===== config.mk =====
export PLATFORM = sky130hd
export DESIGN_NAME = lieat_radix_4_otfc
export DESIGN_NICKNAME = d
export VERILOG_FILES = /design/src/rtl/lieat_div_pkg.sv /design/src/rtl/lieat_radix_4_otfc_step.sv /design/src/rtl/lieat_radix_4_otfc.sv
export SDC_FILE = /design/constraint.sdc
export NUM_CORES = 1
export LEC_CHECK = 0
export ABC_AREA = 1
export BUFFER_PORTS_ARGS = -buffer_cell sky130_fd_sc_hd__buf_4
export CAP_MARGIN = 15
export CORE_MARGIN = 1
export CORE_UTILIZATION = 47
export CTS_CLUSTER_SIZE = 10
export DETAILED_ROUTE_END_ITERATION = 8
export PLACE_DENSITY_LB_ADDON = 0.08
export SETUP_SLACK_MARGIN = 0.4
export SLEW_MARGIN = 20
export SYNTH_ARGS = -nofsm -noshare
export SYNTH_HDL_FRONTEND = slang
export SYNTH_HIERARCHICAL = 1
export SYNTH_SLANG_ARGS = --single-unit

===== constraint.sdc =====
create_clock -name clk -period 2.3 [get_ports clk]
set_clock_uncertainty 0.05 [all_clocks]
set_input_delay 0.23 -clock clk [delete_from_list [all_inputs] [get_ports clk]]
set_output_delay 0.23 -clock clk [all_outputs]
set_load 0.005 [all_outputs]

===== src/rtl/lieat_div_pkg.sv =====
// Shared definitions for the radix-4 SRT divider: quotient digit encoding
// (shared with the sign coder) and the OTFC state enum.
package lieat_div_pkg;

   localparam int QUOT_NEG_2 = 0;
   localparam int QUOT_NEG_1 = 1;
   localparam int QUOT_ZERO  = 2;
   localparam int QUOT_POS_1 = 3;
   localparam int QUOT_POS_2 = 4;

   typedef enum logic [1:0] {
      OTFC_IDLE = 2'd0,
      OTFC_ITER = 2'd1,
      OTFC_FIN  = 2'd2,
      OTFC_OUT  = 2'd3
   } otfc_state_e;

endpackage


===== src/rtl/lieat_radix_4_otfc_step.sv =====
// One radix-4 on-the-fly conversion step: (Q, QM, one-hot digit) -> next Q/QM.
// Non-one-hot digits are converted as 0 and flagged.
module lieat_radix_4_otfc_step
   import lieat_div_pkg::*;
#(
   parameter int QUOT_W = 54
) (
   input  logic [QUOT_W-1:0] q,
   input  logic [QUOT_W-1:0] qm,
   input  logic [4:0]        quot,
   output logic [QUOT_W-1:0] q_nxt,
   output logic [QUOT_W-1:0] qm_nxt,
   output logic              onehot_err
);

   logic onehot;

   assign onehot = (quot != 5'd0) && ((quot & (quot - 5'd1)) == 5'd0);

   always_comb begin
      // digit 0 is also the fallback for malformed digits
      q_nxt      = {q[QUOT_W-3:0], 2'b00};
      qm_nxt     = {qm[QUOT_W-3:0], 2'b11};
      onehot_err = !onehot;
      if (onehot) begin
         if (quot[QUOT_POS_2]) begin
            q_nxt  = {q[QUOT_W-3:0], 2'b10};
            qm_nxt = {q[QUOT_W-3:0], 2'b01};
         end else if (quot[QUOT_POS_1]) begin
            q_nxt  = {q[QUOT_W-3:0], 2'b01};
            qm_nxt = {q[QUOT_W-3:0], 2'b00};
         end else if (quot[QUOT_NEG_1]) begin
            q_nxt  = {qm[QUOT_W-3:0], 2'b11};
            qm_nxt = {qm[QUOT_W-3:0], 2'b10};
         end else if (quot[QUOT_NEG_2]) begin
            q_nxt  = {qm[QUOT_W-3:0], 2'b10};
            qm_nxt = {qm[QUOT_W-3:0], 2'b01};
         end
      end
   end

endmodule


===== src/rtl/lieat_radix_4_otfc.sv =====
// Sequential radix-4 OTFC: accumulates Q/QM per digit, applies the final
// remainder-sign correction and hands the quotient out over valid/ready.
module lieat_radix_4_otfc
   import lieat_div_pkg::*;
#(
   parameter int QUOT_W = 54,
   parameter int ITER_W = $clog2(QUOT_W/2+1)
) (
   input  logic              clk,
   input  logic              rst,
   input  logic              flush_i,
   input  logic              start_i,
   input  logic [ITER_W-1:0] iter_num_i,
   input  logic              quot_vld_i,
   input  logic [4:0]        quot_i,
   input  logic              fin_vld_i,
   input  logic              rem_neg_i,
   input  logic              res_rdy_i,
   output logic              res_vld_o,
   output logic [QUOT_W-1:0] quot_o,
   output logic              busy_o,
   output logic              err_o
);

   localparam logic [ITER_W-1:0] MAX_CNT = ITER_W'(QUOT_W/2);

   otfc_state_e       state, state_nxt;
   logic [QUOT_W-1:0] q, qm, q_nxt, qm_nxt;
   logic [ITER_W-1:0] cnt, cnt_start;
   logic              onehot_err;

   assign cnt_start = (iter_num_i > MAX_CNT) ? MAX_CNT : iter_num_i;
   assign res_vld_o = (state == OTFC_OUT);
   assign busy_o    = (state != OTFC_IDLE);

   lieat_radix_4_otfc_step #(.QUOT_W(QUOT_W)) u_step (
      .q          (q),
      .qm         (qm),
      .quot       (quot_i),
      .q_nxt      (q_nxt),
      .qm_nxt     (qm_nxt),
      .onehot_err (onehot_err)
   );

   always_ff @(posedge clk) begin
      if (rst) state <= OTFC_IDLE;
      else     state <= state_nxt;
   end

   always_comb begin
      state_nxt = state;
      if (flush_i) begin
         state_nxt = OTFC_IDLE;
      end else begin
         case (state)
            OTFC_IDLE: if (start_i)
                          state_nxt = (cnt_start == '0) ? OTFC_FIN : OTFC_ITER;
            OTFC_ITER: if (quot_vld_i && cnt == ITER_W'(1)) state_nxt = OTFC_FIN;
            OTFC_FIN:  if (fin_vld_i) state_nxt = OTFC_OUT;
            OTFC_OUT:  if (res_rdy_i) state_nxt = OTFC_IDLE;
            default:   state_nxt = OTFC_IDLE;
         endcase
      end
   end

   always_ff @(posedge clk) begin
      if (rst) begin
         q      <= '0;
         qm     <= '1;
         cnt    <= '0;
         err_o  <= 1'b0;
         quot_o <= '0;
      end else if (flush_i) begin
         // abort keeps the datapath contents; only the count is cleared
         cnt <= '0;
      end else begin
         case (state)
            OTFC_IDLE: if (start_i) begin
               q     <= '0;
               qm    <= '1;
               err_o <= 1'b0;
               cnt   <= cnt_start;
            end
            OTFC_ITER: if (quot_vld_i) begin
               q     <= q_nxt;
               qm    <= qm_nxt;
               err_o <= err_o | onehot_err;
               cnt   <= cnt - ITER_W'(1);
            end
            OTFC_FIN: if (fin_vld_i) quot_o <= rem_neg_i ? qm : q;
            default: ;
         endcase
      end
   end

endmodule

==> results.py <==
metrics = {
    "status": {
        "status": "finished clean",
    },
    "cts": {
        "cts_max_path_buffers": 2,
        "numCtsBuffers": 17,
        "cts_num_sinks": 170,
        "htree_levels": 4,
        "insertion_delay_ps": 430,
        "path_clk_slew_ps": 70,
        "cts_hold_buf": 0,
        "cts_root_buf": "clkbuf_16",
        "cts_tree": "built",
    },
    "power_and_ir_drop": {
        "share_comb_of_total_power": 0.217,
        "share_clk_of_total_power": 0.369,
        "p_leak_uw": 0.00542,
        "power.share.sequential": 0.414,
        "vdd_ir_drop_max_uv": 548,
        "net_switching_share_of_the_total_power": 0.317,
        "cellPowerDensity_nw_per_um2": 719,
        "total_switching_power_uw": 2590,
        "internal_power_component_uw": 5590,
    },
    "layout": {
        "design.final.nets": 1690,
        "post_route_cells_drive_above_1_share": 0.100,
        "final_cells": 1948,
        "antenna_cells_inserted": 0,
        "n_fill_cell": 2044,
        "area_growth_pct": 16.4,
    },
    "hold_path": {
        "min_delay_worst_endpoint": "cnt[1]",
        "start_point_of_the_worst_min_delay_path": "iter_num_i[1]",
        "holdCritPathClass": "in -> reg",
        "min_delay_path_depth": 5,
    },
    "sta": {
        "whs_ps": 128,
        "setup_viol_count_final": 0,
        "max-slew-margin-rel": 0.404,
        "worst_slew_pin_slew_ps": 893,
        "setup_tns_ps": 0,
        "achievable-frequency_mhz": 548,
        "rsz0062_at_grt": "false",
        "period_minus_slack_ps": 1820,
        "finalHoldViolCount": 0,
        "timing.final.crit_share": 0.793,
        "final_max_slew_viol_count": 0,
    },
    "synth": {
        "yosys_warn_count": 6,
        "yosysUniqueCellTypes": 22,
        "synth_area_leader_cell": "dfxtp_1",
        "synth_cell_area_um2": 9770,
        "syn_inst": 1648,
        "yosysSeqAreaShare": 0.348,
        "synth_top_area_frac": 0.348,
        "post_synthesis_net_count": 1672,
        "synth_top_cells_by_area": "dfxtp_1 (35%), nand2_1 (26%), o21ai_0 (13%), inv_1 (5.0%), nand4_1 (3.5%)",
        "post_synth.cell_area_avg_um2": 5.93,
        "ys.flop_type": "dfxtp_1",
        "postSynth.asyncResetShare": 0,
        "yosys_register_bits": 170,
        "synth_compound_area_frac": 0.173,
        "yosys.area_share.simple": 0.364,
        "synth_xor_area_frac": 0,
        "synth_adder_area_share": 0.00768,
        "synthTopCellsByCount": "nand2_1 (679), o21ai_0 (255), dfxtp_1 (170)",
        "cell_with_the_most_instances_after_synthesis": "nand2_1",
        "multiplexer_share_of_the_synthesized_area": 0,
        "dominant_combinational_cell_family_by_area_after_synthesis": "simple AND/OR/NAND/NOR gates",
        "synth-edff-count": 0,
    },
    "floorplan": {
        "core_um2": 20300,
        "fp-row-count": 52,
        "dieArea_um2": 21400,
        "die_w_um": 146,
        "ios": 75,
        "dieHeight_um": 146,
        "start_util": 0.482,
    },
    "detailed_routing": {
        "routed-via-count": 10200,
        "total_detailed_routing_wirelength_um": 28400,
        "avgRoutedWirePerCell_um": 14.6,
        "drtIter0Drc": 944,
        "detail_route.vias_per_cell": 5.24,
        "detailedRoute.firstPassIterationCount": 6,
        "drtAntennaViolNets": 0,
        "drc": 0,
    },
    "global_route": {
        "antenna_found_initial": 0,
        "globalRoute.totalOverflow": 0,
        "grt_start_max_net_pins": 107,
        "grt_use_total": 0.256,
        "grt_pass1_wl_um": 44700,
        "first_global_vias": 8780,
    },
    "setup_path": {
        "timing_worst_setup_path_type": "reg -> reg",
        "reg2reg_from": "state[0]",
        "regToRegSetupSlack_ps": 480,
        "arrival_ps": 2090,
        "crit_family": "buffers and inverters",
        "critical_path.cell_chain": "inv_1, ha_2, nand2_1, nand2_4, nand2_8, o21ai_4, buf_12, clkbuf_16, nor2_1",
        "worst_reg2reg_path_endpoint": "q[5]",
        "timing.critical_path.slowest_cell_delay_ps": 330,
        "r2r_cells": 9,
        "slowest_cell_on_the_critical_path": "dfxtp_1",
        "startpoint_type": "flip-flop",
        "maximum_fanout_encountered_on_the_critical_timing_path": 14,
        "critical_path.endpoint_type": "flip-flop",
        "timing.critical_path.buf_inv": 3,
        "worst_ep_required_time_ps": 2570,
    },
    "placed_design": {
        "dpl.cell_count": 1904,
        "port_buffers": 74,
        "place_congestion": 0.811,
        "detailedPlacementHpwl_um": 15700,
    },
    "job": {
        "maxCapViolations": 0,
    },
}
-- logic make-up (layout without fill, tap and decap cells) --
logic type	after synthesis	after routing
buf+inv	255	283
simple gates	882	884
flops	170	170
fa+ha+maj	6	6
compound gates	335	335
-- layer usage --
| layer | vias to the layer above | track usage | wire, um |
|---|---|---|---|
| met5 | - | 0 | 0 |
| met4 | 0 | 0.0740 | 389 |
| met3 | 34 | 0.0300 | 1660 |
| met2 | 342 | 0.417 | 12700 |
| met1 | 4549 | 0.354 | 13700 |
| li1 | 5278 | - | - |
-- worst max path at each step --
stage | from | to | slack [ps] | depth (start not counted)
finish | state[0] | q[5] | 480 | 9
global route | state[0] | q[50] | 380 | 9
CTS | state[0] | q[46] | 360 | 9
detailed placement | quot_i[1] | q[17] | 70 | 11
global placement | quot_i[3] | q[41] | 100 | 11
floorplan | state[0] | q[0] | 640 | 8
-- registers in the layout, indices dropped and copies added, names as in the netlist --
register,count
cnt,5
quot_o,54
qm,54
err_o,1
q,54
state,2
-- power by group through the flow --
| stage | registers, uW | logic, uW | clock network [uW] |
|---|---|---|---|
| 2_1_floorplan | 3380 | 1230 | 0 |
| 3_5_place_dp | 3440 | 1630 | 0 |
| 4_1_cts | 3380 | 1640 | 3070 |
| 3_3_place_gp | 3450 | 1600 | 0 |
| 5_1_grt | 3420 | 2020 | 3200 |
| 6_report | 3390 | 1770 | 3020 |
-- cell usage in the layout (no fill, tap or decap), types with 3 or more instances in the layout --
cell type,instances
a21oi_1,60
clkinv_4,3
buf_4,98
nor2_1,78
buf_12,13
dfxtp_1,169
o21ai_0,255
clkbuf_1,3
nand4_1,55
bufinv_16,3
clkbuf_16,20
nand2_1,677
nand2_2,3
inv_1,129
inv_2,5
ha_1,5
o21ai_1,16
nand3_1,60
nor2_4,4
-- per-stage QoR --
step,instance area (um^2),total power (uW),setup WS (ps),util
3_3_place_gp,10500,5050,95.2,0.518
5_1_grt,11400,8630,384,0.560
4_1_cts,11100,8090,361,0.548
2_1_floorplan,9770,4620,635,-
3_5_place_dp,10500,5070,68.2,0.518
6_report,11400,8180,476,0.560
-- layout make-up --
cell class / count / area (um^2) / area share
Tap cell: 270 / 338 / 0.0297
Clock buffer: 22 / 464 / 0.0408
Sequential cell: 170 / 3400 / 0.299
Clock inverter: 9 / 140 / 0.0123
Inverter: 135 / 514 / 0.0452
Timing Repair Buffer: 117 / 1120 / 0.0985
Multi-Input combinational cell: 1225 / 5390 / 0.474
-- worst register-to-register path: stages, from the launching register on --
cell and delay [ps]:
dfxtp_1 330, inv_1 110, ha_2 270, nand2_1 110, nand2_4 130, nand2_8 120, o21ai_4 190, buf_12 150
clkbuf_16 190, nor2_1 60
-- what timing repair did --
action | 4_1_cts | 5_1_grt
resized for setup | 1 | 20
endpoints found under the setup margin | 69 | 110
setup buffers | 0 | 8
gates cloned | 0 | 5
pin swaps | 0 | 4
(Power assumes the default switching activity.)
